File: src/rtl/rf_riscv_pkg.sv
// Shared types and default sizing for the multi-port register file.
package rf_riscv_pkg;

    typedef enum logic [0:0] {
        INIT = 1'b0,
        RUN  = 1'b1
    } rf_state_e;

    localparam int RF_DATA_W = 32;
    localparam int RF_DEPTH  = 32;
    localparam int RF_NUM_RD = 2;
    localparam int RF_ADDR_W = $clog2(RF_DEPTH);

    typedef logic [RF_ADDR_W-1:0] rf_addr_t;
    typedef logic [RF_DATA_W-1:0] rf_data_t;

endpackage : rf_riscv_pkg

File: src/rtl/rf_init_ctrl.sv
// Post-reset clear sweep: walks registers 1..DEPTH-1 once, then raises ready.
module rf_init_ctrl
    import rf_riscv_pkg::*;
#(
    parameter int DEPTH  = RF_DEPTH,
    parameter int ADDR_W = $clog2(DEPTH)
) (
    input  logic              clk_i,
    input  logic              rst_i,
    output logic              clear_en_o,
    output logic [ADDR_W-1:0] clear_addr_o,
    output logic              ready_o
);

    localparam logic [ADDR_W-1:0] LAST_IDX = ADDR_W'(DEPTH - 1);
    localparam logic [ADDR_W-1:0] FIRST_IDX = ADDR_W'(1);

    rf_state_e         state_r;
    logic [ADDR_W-1:0] clr_idx_r;
    logic              clear_en_r;
    logic              ready_r;

    // Sweep FSM; register 0 is never stored so the sweep starts at index 1.
    always_ff @(posedge clk_i) begin
        if (rst_i) begin
            state_r    <= INIT;
            clr_idx_r  <= FIRST_IDX;
            clear_en_r <= 1'b1;
            ready_r    <= 1'b0;
        end else begin
            case (state_r)
                INIT: begin
                    if (clr_idx_r == LAST_IDX) begin
                        state_r    <= RUN;
                        clear_en_r <= 1'b0;
                        ready_r    <= 1'b1;
                    end else begin
                        clr_idx_r <= clr_idx_r + ADDR_W'(1);
                    end
                end
                RUN: begin
                    state_r    <= RUN;
                    clear_en_r <= 1'b0;
                    ready_r    <= 1'b1;
                end
                default: begin
                    state_r    <= INIT;
                    clr_idx_r  <= FIRST_IDX;
                    clear_en_r <= 1'b1;
                    ready_r    <= 1'b0;
                end
            endcase
        end
    end

    assign clear_en_o   = clear_en_r;
    assign clear_addr_o = clr_idx_r;
    assign ready_o      = ready_r;

endmodule : rf_init_ctrl

File: src/rtl/rf_riscv_mp.sv
// Multi-read-port register file with clear sweep and pending scoreboard.
// Optional write-through bypass: define RF_RISCV_MP_BYPASS_EN.
module rf_riscv_mp
    import rf_riscv_pkg::*;
#(
    parameter int DATA_W = RF_DATA_W,
    parameter int DEPTH  = RF_DEPTH,
    parameter int ADDR_W = $clog2(DEPTH),
    parameter int NUM_RD = RF_NUM_RD
) (
    input  logic                     clk_i,
    input  logic                     rst_i,
    output logic                     ready_o,
    input  logic                     write_enable_i,
    input  logic [ADDR_W-1:0]        write_addr_i,
    input  logic [DATA_W-1:0]        write_data_i,
    input  logic [NUM_RD*ADDR_W-1:0] read_addr_i,
    output logic [NUM_RD*DATA_W-1:0] read_data_o,
    output logic [NUM_RD-1:0]        read_pend_o,
    input  logic                     pend_set_i,
    input  logic [ADDR_W-1:0]        pend_addr_i
);

    localparam logic [ADDR_W-1:0] ZERO_ADDR = {ADDR_W{1'b0}};

    logic [DATA_W-1:0] mem_r [DEPTH];
    logic [DEPTH-1:0]  pend_r;

    logic              clear_en_s;
    logic [ADDR_W-1:0] clear_addr_s;
    logic              ready_s;
    logic              wr_run_s;
    logic              pend_set_s;

    rf_init_ctrl #(
        .DEPTH  (DEPTH),
        .ADDR_W (ADDR_W)
    ) u_init_ctrl (
        .clk_i        (clk_i),
        .rst_i        (rst_i),
        .clear_en_o   (clear_en_s),
        .clear_addr_o (clear_addr_s),
        .ready_o      (ready_s)
    );

    assign wr_run_s   = ready_s & write_enable_i & (write_addr_i != ZERO_ADDR);
    assign pend_set_s = ready_s & pend_set_i & (pend_addr_i != ZERO_ADDR);
    assign ready_o    = ready_s;

    // Storage write port: the sweep owns the array until ready, writeback after.
    always_ff @(posedge clk_i) begin
        if (rst_i) begin
            // Data array is left alone; the sweep that follows clears it.
        end else if (clear_en_s) begin
            mem_r[clear_addr_s] <= {DATA_W{1'b0}};
        end else if (wr_run_s) begin
            mem_r[write_addr_i] <= write_data_i;
        end
    end

    // Scoreboard: a new issue outranks a retiring write to the same register.
    always_ff @(posedge clk_i) begin
        if (rst_i) begin
            pend_r <= {DEPTH{1'b0}};
        end else begin
            for (int i = 1; i < DEPTH; i++) begin
                if (pend_set_s && (pend_addr_i == ADDR_W'(i))) begin
                    pend_r[i] <= 1'b1;
                end else if (wr_run_s && (write_addr_i == ADDR_W'(i))) begin
                    pend_r[i] <= 1'b0;
                end
            end
            pend_r[0] <= 1'b0;
        end
    end

    // Read ports: zero latency, x0 and the sweep window read as zero.
    always_comb begin
        read_data_o = {(NUM_RD*DATA_W){1'b0}};
        read_pend_o = {NUM_RD{1'b0}};
        for (int k = 0; k < NUM_RD; k++) begin
            if (!ready_s) begin
                read_data_o[k*DATA_W +: DATA_W] = {DATA_W{1'b0}};
                read_pend_o[k]                  = 1'b0;
            end else if (read_addr_i[k*ADDR_W +: ADDR_W] == ZERO_ADDR) begin
                read_data_o[k*DATA_W +: DATA_W] = {DATA_W{1'b0}};
                read_pend_o[k]                  = 1'b0;
`ifdef RF_RISCV_MP_BYPASS_EN
            end else if (wr_run_s && (read_addr_i[k*ADDR_W +: ADDR_W] == write_addr_i)) begin
                read_data_o[k*DATA_W +: DATA_W] = write_data_i;
                read_pend_o[k]                  = 1'b0;
`endif
            end else begin
                read_data_o[k*DATA_W +: DATA_W] = mem_r[read_addr_i[k*ADDR_W +: ADDR_W]];
                read_pend_o[k]                  = pend_r[read_addr_i[k*ADDR_W +: ADDR_W]];
            end
        end
    end

endmodule : rf_riscv_mp
File: config.mk
export PLATFORM = sky130hd
export DESIGN_NAME = rf_riscv_mp
export DESIGN_NICKNAME = d
export VERILOG_FILES = /design/src/rtl/rf_riscv_pkg.sv /design/src/rtl/rf_init_ctrl.sv /design/src/rtl/rf_riscv_mp.sv
export SDC_FILE = /design/constraint.sdc
export NUM_CORES = 1
export LEC_CHECK = 0
export CAP_MARGIN = 15
export CORE_UTILIZATION = 36
export CTS_BUF_LIST = sky130_fd_sc_hd__clkbuf_8
export DETAILED_ROUTE_END_ITERATION = 16
export PLACE_DENSITY_LB_ADDON = 0.2
export SLEW_MARGIN = 40
export SYNTH_ARGS = -nofsm -noshare
export SYNTH_HDL_FRONTEND = slang
export SYNTH_SLANG_ARGS = --single-unit
File: constraint.sdc
create_clock -name clk_i -period 9.56 [get_ports clk_i]
set_input_delay 2.868 -clock clk_i [delete_from_list [all_inputs] [get_ports clk_i]]
set_output_delay 2.868 -clock clk_i [all_outputs]
set_load 0.005 [all_outputs]
# After elaboration in Yosys (flattened, before gate mapping)
# Memories as Yosys holds them, arrays and structs flattened.
# Cells that the tools add are included.
dict set report word_totals {
  reg_bits 40
  ram_bits 1024
  out_inout_bits 67
  n_memories 1
}
dict set report op_classes {
  addsub 1
  magnitude_cmp 2
  n_eq_ne 64
  muxes 90
  n_bitwise 6
  reduce_logical 99
}
# name depth width read_ports rd_ports_with_merged_regs wr line
set mem_list {}
lappend mem_list {mem_r 32 32 2 0 1 rf_riscv_mp.sv:26} ;# logic [DATA_W-1:0] mem_r [DEPTH];
# cell count
set ops {}
lappend ops {{$eq 5x5->1 const B} 33}
lappend ops {{$mux 32} 5}
lappend ops {{$eq 5x4->1 const B} 16}
lappend ops {{$mux 1} 79}
lappend ops {{$logic_and 1x1->1} 62}
lappend ops {{$reduce_bool 2->1} 31}
lappend ops {{$eq 5x3->1 const B} 8}
lappend ops {{$reduce_or 32->1} 1}
lappend ops {{$eq 5x2->1 const B} 4}
lappend ops {{$lt 5x6->1 const B} 2}
lappend ops {{$bmux 1 s5} 2}
lappend ops {{$eq 5x1->1 const B} 2}
lappend ops {{$logic_not 5->1} 2}
lappend ops {{$reduce_bool 5->1} 2}
lappend ops {{$pmux 1 s2} 3}
lappend ops {{$add 5x1->5 const B} 1}
lappend ops {{$mux 5} 1}
lappend ops {{$and 1x1->1} 4}
lappend ops {{$ne 2x1->1 const B} 1}
lappend ops {{$not 1->1} 2}
lappend ops {{$reduce_and 2->1} 1}

# Longest topological paths before layout
dict set report logic_depth {
  word_depth 8
  ltp_mapped 9
  mapped_depth_nobuf 7
}

# By module
# A second synthesis with hierarchy kept.
dict set report unflattened {
  hier_cells 2502
  area_unflattened_um2 48525.3
}
# module n_inst cells_per_inst area_each_um2
set modules_own_cells {}
lappend modules_own_cells {rf_riscv_mp 1 2470 48202.5}
lappend modules_own_cells {rf_init_ctrl 1 32 322.8}

# Worst setup path before layout
# OpenSTA, ideal clock, no wires.
dict set report synth_path {
  path_kind {input to output}
  start {input port read_addr_i[5]}
  end {output port read_data_o[53]}
  t_arrival_ns 4.309
  path_slack_ns 2.383
  stages 6
  n_path_buf 3
  path_cell_list {buf_2 > buf_4 > buf_2 > mux4_2 > a22oi_1 > nand4_1}
}
dict set report synth_between {
  elab_chain_len 3
}
# element line
set synth_lines {}
lappend synth_lines {{start, declared} rf_riscv_mp.sv:17} ;# input logic [NUM_RD*ADDR_W-1:0] read_addr_i,
lappend synth_lines {{$mem_v2 32x32 or $logic_not 5->1 (tied branches)} --}
lappend synth_lines {{$mux 32 (*)} rf_riscv_mp.sv:85} ;# end else if (read_addr_i[k*ADDR_W +: ADDR_W] == ZERO_ADDR) begin
lappend synth_lines {{$mux 32 (*)} rf_riscv_mp.sv:82} ;# if (!ready_s) begin
lappend synth_lines {{end, declared} rf_riscv_mp.sv:18} ;# output logic [NUM_RD*DATA_W-1:0] read_data_o,
# Every way passes the cells marked *; elsewhere a longest branch is shown, timed or not.

# Worst setup path in the final report
dict set report layout_path {
  start {input port read_addr_i[3]}
  end {output port read_data_o[16]}
}
# The elaborated chain is that of the path after synthesis.

==> results.cfg <==
[run_status]
status = finished, final reports clean

[logic_synthesis]
synth-edff-count = 1024
syn_inst = 2777
ys_ff_latch = 1063
synth.distinct_cells = 58
synth_nets = 2835
synth_flop_cell = edfxtp_1
synth.avg_cell_area_sq_um = 17.7
netlist_area_sq_um = 49100
ys_seq_area_share_pct = 64.2
ys_async_sr_fraction_pct = 0
yosysWarnings = 0

[min_path]
hold_depth = 2
hp-start = pend_r[20]
hold_class = register to register
min_to = pend_r[20]

[setup_path]
start_kind = primary input
cp_max_fo = 15
r2r-start = u_init_ctrl.ready_o
timing.reg2reg.setup_slack_ns = 5.57
cp.arrival_ns = 5.94
worstSetupEndpointType = primary output
cp.required_ns = 6.69
r2r_cells = 6
r2r-end = mem_r[7][16]
criticalPathCategory = primary input to primary output

[sta]
hold_viol = 0
setup_viol = 0
setup_tns_ns = 0
period_share_pct = 92.1
setup_ws_ns = 0.753
slew_violations = 0
relSlewSlack_pct = 38.6
finalCriticalPeriod_ns = 8.81
skew_ns = 0.0345
fmax_mhz = 114
tightestPinTransition_ns = 0.921
rsz0062_at_grt = no

[routing]
wl_mm = 168
wire_per_inst_um = 34.5
drtAntennaViolNets = 0
dr_total_vias = 30500
viasPerCell = 6.26
drtIter0Drc = 3783
drt_pass1_iterations = 8
drc = 0

[cts]
postCtsSetupRepairBufs = 0
cts_buffers = 173
clk_pin_slew_ns = 0.06
clock_sinks = 1063
cts_tree = built
clk_latency_ns = 0.90
cts_buffer_depth = 3
root_buffer = clkbuf_8
cts_hold_buffers = 0
h-tree-depth = 4
post_cts_resized = 0

[finish]
area_growth_pct = 14.7
drive_above_1_share_pct = 27.0
layout_common_cells = edfxtp_1, mux4_2, a22oi_1
nNetsFinal = 3027
layout_commonest_cell = edfxtp_1
finish.instance_area_sq_um = 56300

[placement]
dpl-instance-area_sq_um = 53200
place_congestion = 0.822
pre_cts_ws_ns = 0.868
portBuffers = 122
hpwl_mm = 98.0

[power_and_ir_drop]
peakVddDrop_mv = 0.117
p_per_area_nw_per_um2 = 164
p_leak_uw = 0.0201

[global_routing]
grt_pass1_vias = 31100
grt_pass1_wl_mm = 235
grtUsageTotal_pct = 24.4
grt_max_degree = 61
grt_overflow = 0
grt_antenna_before_repair = 7

[floorplanning]
start_util_pct = 36.3
die_w_um = 371
die_y_um = 371
core-area_sq_um = 135000
die-area_sq_um = 138000
rows = 135
io_pins = 123

[run]
drv_cap = 0
[layer usage]
layer | routed length, um | global-route usage (%) | vias up
met2 | 79700 | 38.5 | 1667
met3 | 15000 | 5.14 | 344
met5 | 0 | 0 | -
met1 | 67600 | 33.3 | 16300
li1 | - | - | 12200
met4 | 5850 | 8.63 | 0
[metrics by stage]
stage / total power [uW] / hold slack, ns / cells / utilization [%]
floorplan: 5510 / 0.460 / 2777 / -
global placement: 5710 / 0.473 / 4572 / 39.2
detailed placement: 5720 / 0.488 / 4575 / 39.4
CTS: 9290 / 0.497 / 4870 / 41.6
global route: 9500 / 0.518 / 4871 / 41.6
finish: 9220 / 0.502 / 4872 / 41.6
[report_power, final]
| group | switching (uW) | internal [uW] | total, uW |
|---|---|---|---|
| clock network | 1820 | 1780 | 3600 |
| logic | 321 | 219 | 540 |
| registers | 15.7 | 5070 | 5090 |
| total | 2160 | 7070 | 9220 |
[registers in the layout, summed over array words and instances (netlist names)]
| name | cells |
|---|---|
| pend_r | 31 |
| u_init_ctrl.state_r | 1 |
| u_init_ctrl.clear_en_o | 1 |
| u_init_ctrl.ready_o | 1 |
| mem_r | 1024 |
| u_init_ctrl.clear_addr_o | 5 |
[how the worst max path moves through the flow]
stage | from | endpoint | cells after the start
global route | read_addr_i[3] | read_data_o[16] | 8
detailed placement | read_addr_i[3] | read_data_o[16] | 8
CTS | read_addr_i[3] | read_data_o[16] | 8
finish | read_addr_i[3] | read_data_o[16] | 8
floorplan | read_addr_i[5] | read_data_o[53] | 6
global placement | read_addr_i[3] | read_data_o[7] | 7
[area by class of cell]
class | count | area (sq um)
Fill cell | 11900 | 79000
Timing Repair Buffer | 245 | 2520
Antenna cell | 2 | 5.00
Inverter | 8 | 30.0
Clock inverter | 112 | 494
Multi-Input combinational cell | 1478 | 17000
Clock buffer | 183 | 2520
Tap cell | 1781 | 2230
Sequential cell | 1063 | 31500
[cell usage after synthesis, drive strengths merged (10+ instances only)]
cell     count  share of area, %
mux4       364                17
nor2b       16              0.20
mux2i      259               5.3
nand3       69              0.70
nand2       37              0.28
nand2b      12              0.15
a21oi       56              0.57
edfxtp    1024                63
mux2        36              0.83
a22oi      289               4.4
o21ai       39              0.40
and3        35              0.45
nor3        10              0.11
dfxtp       39               1.6
clkbuf     111              0.85
buf        117               1.3
nand4       65              0.83
nor2        53              0.41
and2        36              0.46
a2bb2oi     29              0.52
[worst max-delay path: stages]
cell             delay [ns]
clkdlybuf4s50_1        0.76
buf_4                  0.25
nor2b_4                0.72
buf_4                  0.28
a22oi_1                0.10
nand3_1                0.23
nand4_1                0.20
clkdlybuf4s50_1        0.50
[kinds of logic (layout without fill, tap and decap cells)]
logic type      after synthesis  in the layout  share of synthesized area (%)
fa+ha+maj                     2              2                         0.0510
flops                      1063           1063                           64.2
simple gates                368            368                           4.22
other cells                   0              2                              0
mux                         659            659                           22.8
compound gates              446            446                           6.45
buf+inv                     236            548                           2.19
xor+xnor                      3              3                         0.0535
(Power assumes the default switching activity.)
